$ cat src/rtl/decode_stage.sv
// decode_stage: IF/ID pipeline register, instruction decoder, 32x32 register file
// with write-through reads, and early branch/jump resolution back to fetch.
module decode_stage #(
  parameter int ADDRESS_WIDTH = 32,
  parameter int INSTR_WIDTH   = 32
) (
  input  logic                     i_CLK,
  input  logic                     i_RST,
  input  logic [INSTR_WIDTH-1:0]   i_InstrF,
  input  logic [ADDRESS_WIDTH-1:0] i_PCPlus4F,
  input  logic                     i_StallD,
  input  logic                     i_ForwardAD,
  input  logic                     i_ForwardBD,
  input  logic [31:0]              i_ALUOutM,
  input  logic                     i_RegWriteW,
  input  logic [4:0]               i_WriteRegW,
  input  logic [31:0]              i_ResultW,
  output logic [ADDRESS_WIDTH-1:0] o_PCBranchD,
  output logic                     o_PCSrcD,
  output logic                     o_RegWriteD,
  output logic                     o_MemtoRegD,
  output logic                     o_MemWriteD,
  output logic                     o_ALUSrcD,
  output logic                     o_RegDstD,
  output logic                     o_BranchD,
  output logic                     o_JumpD,
  output logic [2:0]               o_ALUControlD,
  output logic [31:0]              o_RD1D,
  output logic [31:0]              o_RD2D,
  output logic [4:0]               o_RsD,
  output logic [4:0]               o_RtD,
  output logic [4:0]               o_RdD,
  output logic [31:0]              o_SignImmD
);

  localparam logic [5:0] OP_RTYPE = 6'b000000;
  localparam logic [5:0] OP_LW    = 6'b100011;
  localparam logic [5:0] OP_SW    = 6'b101011;
  localparam logic [5:0] OP_BEQ   = 6'b000100;
  localparam logic [5:0] OP_ADDI  = 6'b001000;
  localparam logic [5:0] OP_J     = 6'b000010;

  logic [INSTR_WIDTH-1:0]   instr_q, instr_d;
  logic [ADDRESS_WIDTH-1:0] pc4_q, pc4_d;
  logic [31:0]              rf_q [32];
  logic [31:0]              rf_d [32];
  logic                     wr_en;
  logic [31:0]              cmp_a, cmp_b;
  logic [5:0]               opcode, funct;

  assign opcode     = instr_q[31:26];
  assign funct      = instr_q[5:0];
  assign o_RsD      = instr_q[25:21];
  assign o_RtD      = instr_q[20:16];
  assign o_RdD      = instr_q[15:11];
  assign o_SignImmD = {{16{instr_q[15]}}, instr_q[15:0]};
  assign wr_en      = i_RegWriteW && (i_WriteRegW != 5'd0);

  // IF/ID next value: stall holds (even over a taken branch), taken branch flushes
  always_comb begin
    instr_d = i_InstrF;
    pc4_d   = i_PCPlus4F;
    if (i_StallD) begin
      instr_d = instr_q;
      pc4_d   = pc4_q;
    end else if (o_PCSrcD) begin
      instr_d = '0;
      pc4_d   = '0;
    end
  end

  // IF/ID register; reset wins over stall and flush
  always_ff @(posedge i_CLK) begin
    if (!i_RST) begin
      instr_q <= '0;
      pc4_q   <= '0;
    end else begin
      instr_q <= instr_d;
      pc4_q   <= pc4_d;
    end
  end

  // Register file next state; $0 is never written so it stays 0 after reset
  always_comb begin
    rf_d = rf_q;
    if (wr_en) rf_d[i_WriteRegW] = i_ResultW;
  end

  // Register file storage
  always_ff @(posedge i_CLK) begin
    if (!i_RST) begin
      for (int i = 0; i < 32; i++) rf_q[i] <= '0;
    end else begin
      rf_q <= rf_d;
    end
  end

  // Combinational reads with write-through of the same-cycle writeback
  always_comb begin
    o_RD1D = (o_RsD == 5'd0) ? 32'd0 : rf_q[o_RsD];
    o_RD2D = (o_RtD == 5'd0) ? 32'd0 : rf_q[o_RtD];
    if (wr_en && (i_WriteRegW == o_RsD)) o_RD1D = i_ResultW;
    if (wr_en && (i_WriteRegW == o_RtD)) o_RD2D = i_ResultW;
  end

  // Main/ALU decoder; anything unrecognised becomes a bubble
  always_comb begin
    o_RegWriteD   = 1'b0;
    o_MemtoRegD   = 1'b0;
    o_MemWriteD   = 1'b0;
    o_ALUSrcD     = 1'b0;
    o_RegDstD     = 1'b0;
    o_BranchD     = 1'b0;
    o_JumpD       = 1'b0;
    o_ALUControlD = 3'b000;
    unique case (opcode)
      OP_RTYPE: begin
        unique case (funct)
          6'b100000: o_ALUControlD = 3'b010;
          6'b100010: o_ALUControlD = 3'b110;
          6'b100100: o_ALUControlD = 3'b000;
          6'b100101: o_ALUControlD = 3'b001;
          6'b101010: o_ALUControlD = 3'b111;
          default:   o_ALUControlD = 3'b000;
        endcase
        if (funct inside {6'b100000, 6'b100010, 6'b100100, 6'b100101, 6'b101010}) begin
          o_RegWriteD = 1'b1;
          o_RegDstD   = 1'b1;
        end
      end
      OP_LW: begin
        o_RegWriteD   = 1'b1;
        o_ALUSrcD     = 1'b1;
        o_MemtoRegD   = 1'b1;
        o_ALUControlD = 3'b010;
      end
      OP_SW: begin
        o_MemWriteD   = 1'b1;
        o_ALUSrcD     = 1'b1;
        o_ALUControlD = 3'b010;
      end
      OP_BEQ: begin
        o_BranchD     = 1'b1;
        o_ALUControlD = 3'b110;
      end
      OP_ADDI: begin
        o_RegWriteD   = 1'b1;
        o_ALUSrcD     = 1'b1;
        o_ALUControlD = 3'b010;
      end
      OP_J:    o_JumpD = 1'b1;
      default: ;
    endcase
  end

  // Early branch resolution with MEM-stage forwarding into the comparator
  always_comb begin
    cmp_a    = i_ForwardAD ? i_ALUOutM : o_RD1D;
    cmp_b    = i_ForwardBD ? i_ALUOutM : o_RD2D;
    o_PCSrcD = (o_BranchD && (cmp_a == cmp_b)) || o_JumpD;
    if (o_JumpD)
      o_PCBranchD = {pc4_q[ADDRESS_WIDTH-1 -: 4], instr_q[25:0], 2'b00};
    else
      o_PCBranchD = pc4_q + {o_SignImmD[29:0], 2'b00};
  end

endmodule

$ cat config.mk
export PLATFORM = sky130hd
export DESIGN_NAME = decode_stage
export DESIGN_NICKNAME = d
export VERILOG_FILES = /design/src/rtl/decode_stage.sv
export SDC_FILE = /design/constraint.sdc
export NUM_CORES = 2
export LEC_CHECK = 0
export ABC_CLOCK_PERIOD_IN_PS = 10840
export CAP_MARGIN = 5
export CORE_MARGIN = 10
export CORE_UTILIZATION = 27
export CTS_BUF_LIST = sky130_fd_sc_hd__clkbuf_4 sky130_fd_sc_hd__clkbuf_8
export DETAILED_ROUTE_END_ITERATION = 12
export PLACE_DENSITY = 0.4
export SLEW_MARGIN = 0
export SYNTH_ARGS = -nofsm -noshare
export SYNTH_HDL_FRONTEND = slang
export SYNTH_SLANG_ARGS = --single-unit
$ cat constraint.sdc
create_clock -name i_CLK -period 10.84 [get_ports i_CLK]
set_clock_uncertainty 0.2 [all_clocks]
set_input_delay 1.084 -clock i_CLK [delete_from_list [all_inputs] [get_ports i_CLK]]
set_output_delay 1.084 -clock i_CLK [all_outputs]
set_load 0.05 [all_outputs]
==> flow_metrics.py <==
metrics = {
    "power": {
        "powerDensity_nw_per_um2": 143.7,
        "vdd_drop_max_uv": 144.9,
        "p_leak_uw": 0.02290,
    },
    "sta": {
        "hold_ws_ns": 0.2617,
        "slew_viol_final": 0,
        "worstMarginPinSlew_ns": 1.366,
        "fin_setup_tns_ns": 0,
        "max_freq_ghz": 0.1136,
        "finalSetupViolations": 0,
        "period_needed_ns": 8.801,
        "post-route-period-util_pct": 81.19,
        "relSlewSlack_pct": 8.942,
        "rsz0062_at_grt": "no",
        "finalHoldViolations": 0,
    },
    "finish": {
        "nets": 7342,
        "drive_above_1_share_pct": 15.40,
        "area_growth_pct": 16.25,
        "finish.utilization_pct": 31.48,
        "fillers": 24160,
        "finalInstanceArea_um2": 72240,
    },
    "worst_hold_path": {
        "min-delay-start": "pc4_q[0]",
        "whs_path_depth": 2,
        "hold_path_class": "flip-flop to flip-flop",
        "hold_path_end": "pc4_q[0]",
    },
    "global_routing": {
        "grt_pass1_wl_um": 484800,
        "track_usage_pct": 27.44,
        "grt_overflow": 0,
        "grt_antenna_before_repair": 37,
        "grt_max_degree": 199,
        "grt_pass1_vias": 55830,
    },
    "floorplanning": {
        "die_area_um2": 249700,
        "die_h_um": 499.7,
        "start_util_pct": 27.08,
        "core_um2": 229500,
        "die_w_um": 499.7,
        "io-pin-count": 293,
        "rows": 176,
    },
    "setup_path": {
        "critical_path_arrival_ns": 7.52,
        "critical_path.endpoint_type": "output pin",
        "worstPathRequired_ns": 9.56,
        "start_kind": "flip-flop",
        "cpPeakStageDelay_ns": 0.84,
        "rr_startpoint": "instr_q[24]",
        "regToRegEndpoint": "pc4_q[7]",
        "cp_max_fo": 21,
        "crit_type": "flip-flop to output pin",
        "r2r_slack_ns": 2.98,
        "crit_family": "compound AO/OA/AOI/OAI gates",
        "crit_chain": "buf_4 > or3_2 > buf_4 > o22ai_1 > a2111oi_0 > buf_4 > o31ai_1 > mux2i_1 > xor2_1 > o31ai_1 > a211o_1 > o41ai_1 > nor4b_4 > or2_2 > buf_12",
        "cp_common_cell": "buf_4",
        "worst-path-buf-inv": 4,
        "slowest_stage": "nor4b_4",
        "r2r_cells": 16,
    },
    "clocking": {
        "clockRootBuffer": "clkbuf_8",
        "numCtsBuffers": 211,
        "clk_pin_slew_ns": 0.06,
        "post-cts-setup-buffers": 0,
        "cts_resized": 0,
        "cts_buffer_depth": 3,
        "cts_tree": "done",
        "clock_latency_ns": 1.06,
        "htreeDepth": 4,
        "cts_sinks": 1088,
        "postCtsHoldBufs": 0,
    },
    "placed_design": {
        "gp_congestion": 0.9738,
        "dp_hpwl_um": 232300,
        "placed_area_um2": 67540,
        "portBuffers": 292,
    },
    "detailed_routing": {
        "route.detailed.drc": 0,
        "wl_per_cell_um": 34.45,
        "wl_um": 357600,
        "num_vias": 58140,
        "drt.antenna.violating_nets": 0,
        "vias_per_cell": 5.601,
        "drt-pass1-iter-count": 8,
        "drt_iter0_drc": 6287,
    },
    "logic_synthesis": {
        "synthArstFlopShare_pct": 0,
        "synth-seq-area-share_pct": 35.05,
        "netlist_area_um2": 62140,
        "yosys-top-cells-area": "dfxtp_1 (35%), nand2_1 (14%), a21boi_0 (12%)",
        "synth_cell_types": 97,
        "synth_edf_count": 0,
        "yosys_most_used_dff": "dfxtp_1",
        "synth_warnings": 0,
        "yosys-top-cells-count": "nand2_1 (2284), dfxtp_1 (1088), a21boi_0 (996)",
        "synth_top_area_share_pct": 35.05,
        "syn-instance-count": 7223,
        "yosysTopAreaCell": "dfxtp_1",
        "postSynthAreaPerCell_um2": 8.603,
        "synth.most_common_cell": "nand2_1",
        "yosys_register_bits": 1088,
        "syn-num-nets": 7392,
    },
    "job": {
        "drv_cap": 0,
    },
    "outcome": {
        "outcome": "finished, final reports clean",
    },
}
[worst min-delay path, stage by stage, from the launching register on]
cell and delay [ns]:
dfxtp_1 0.32, nand2_1 0.04, o21ai_0 0.06
[worst max path at each step]
stage | startpoint | to | slack, ns | cells past startpoint
finish | instr_q[24] | o_PCSrcD | 2.04 | 15
global route | instr_q[24] | o_PCSrcD | 2.07 | 15
CTS | instr_q[24] | o_PCSrcD | 2.03 | 15
detailed placement | i_WriteRegW[2] | pc4_q[11] | 2.59 | 15
global placement | i_WriteRegW[2] | pc4_q[4] | 2.60 | 15
floorplan | i_WriteRegW[2] | o_PCSrcD | 3.97 | 14
[state kept, by name, summed over array words and instances, names as in the netlist]
| name | cells |
|---|---|
| instr_q | 32 |
| rf_q | 1024 |
| pc4_q | 32 |
[metrics by stage]
stage / instances / power [µW] / setup slack, ns
2_1_floorplan: 7223 / 5066 / 3.969
5_1_grt: 10370 / 10650 / 2.068
6_report: 10380 / 10380 / 2.039
3_3_place_gp: 9986 / 5789 / 2.598
3_5_place_dp: 9986 / 5789 / 2.585
4_1_cts: 10370 / 10460 / 2.033
[logic make-up (layout without fill, tap and decap cells)]
logic type,count (synthesis),in the layout,synth area share (%)
xor+xnor,75,75,1.057
other cells,0,15,0
simple gates,2798,2798,18.67
flops,1088,1088,35.05
compound gates,1675,1675,19.87
mux,748,748,18.74
fa+ha+maj,30,30,0.6161
buf+inv,809,925,6.002
[per-layer routing]
metal | up-vias | wire length [µm] | GRT usage [%]
met5 | - | 43 | 0
met4 | 6 | 22550 | 15.31
met3 | 701 | 22980 | 4.043
met2 | 2628 | 163500 | 43.97
met1 | 29630 | 148600 | 35.34
li1 | 25170 | - | -
[power breakdown]
| part | leakage (µW) | internal [µW] | switching, µW |
|---|---|---|---|
| clock network | 0.00249 | 2620 | 2040 |
| logic | 0.0116 | 483 | 1130 |
| registers | 0.00879 | 4040 | 66.0 |
[cells in the final DEF, fill, tap and decap left out, drive strengths merged, types with 33 or more instances in the layout]
cell type | netlist | final
dfxtp | 1088 | 1088
a21boi | 998 | 998
a22oi | 57 | 57
clkbuf | 530 | 353
and2 | 47 | 47
o221ai | 33 | 33
buf | 230 | 207
nor3 | 37 | 37
mux4 | 329 | 329
nor2 | 147 | 147
a21oi | 98 | 98
nand3 | 56 | 56
o22ai | 90 | 90
mux2i | 388 | 388
inv | 47 | 56
clkdlybuf4s50 | 0 | 290
nand2 | 2285 | 2285
o21ai | 142 | 142
xnor2 | 44 | 44
nand4b | 66 | 66
[final cells by class]
cell class	instances	area (µm²)	share of cell area, %
Multi-Input combinational cell	5326	37100	51.35
Sequential cell	1088	21820	30.20
Timing Repair Buffer	497	4652	6.439
Clock buffer	353	4302	5.954
Tap cell	3026	3786	5.241
Clock inverter	26	366.6	0.5075
Inverter	49	183.9	0.2546
Antenna cell	15	37.54	0.05196
(Power assumes the default switching activity.)
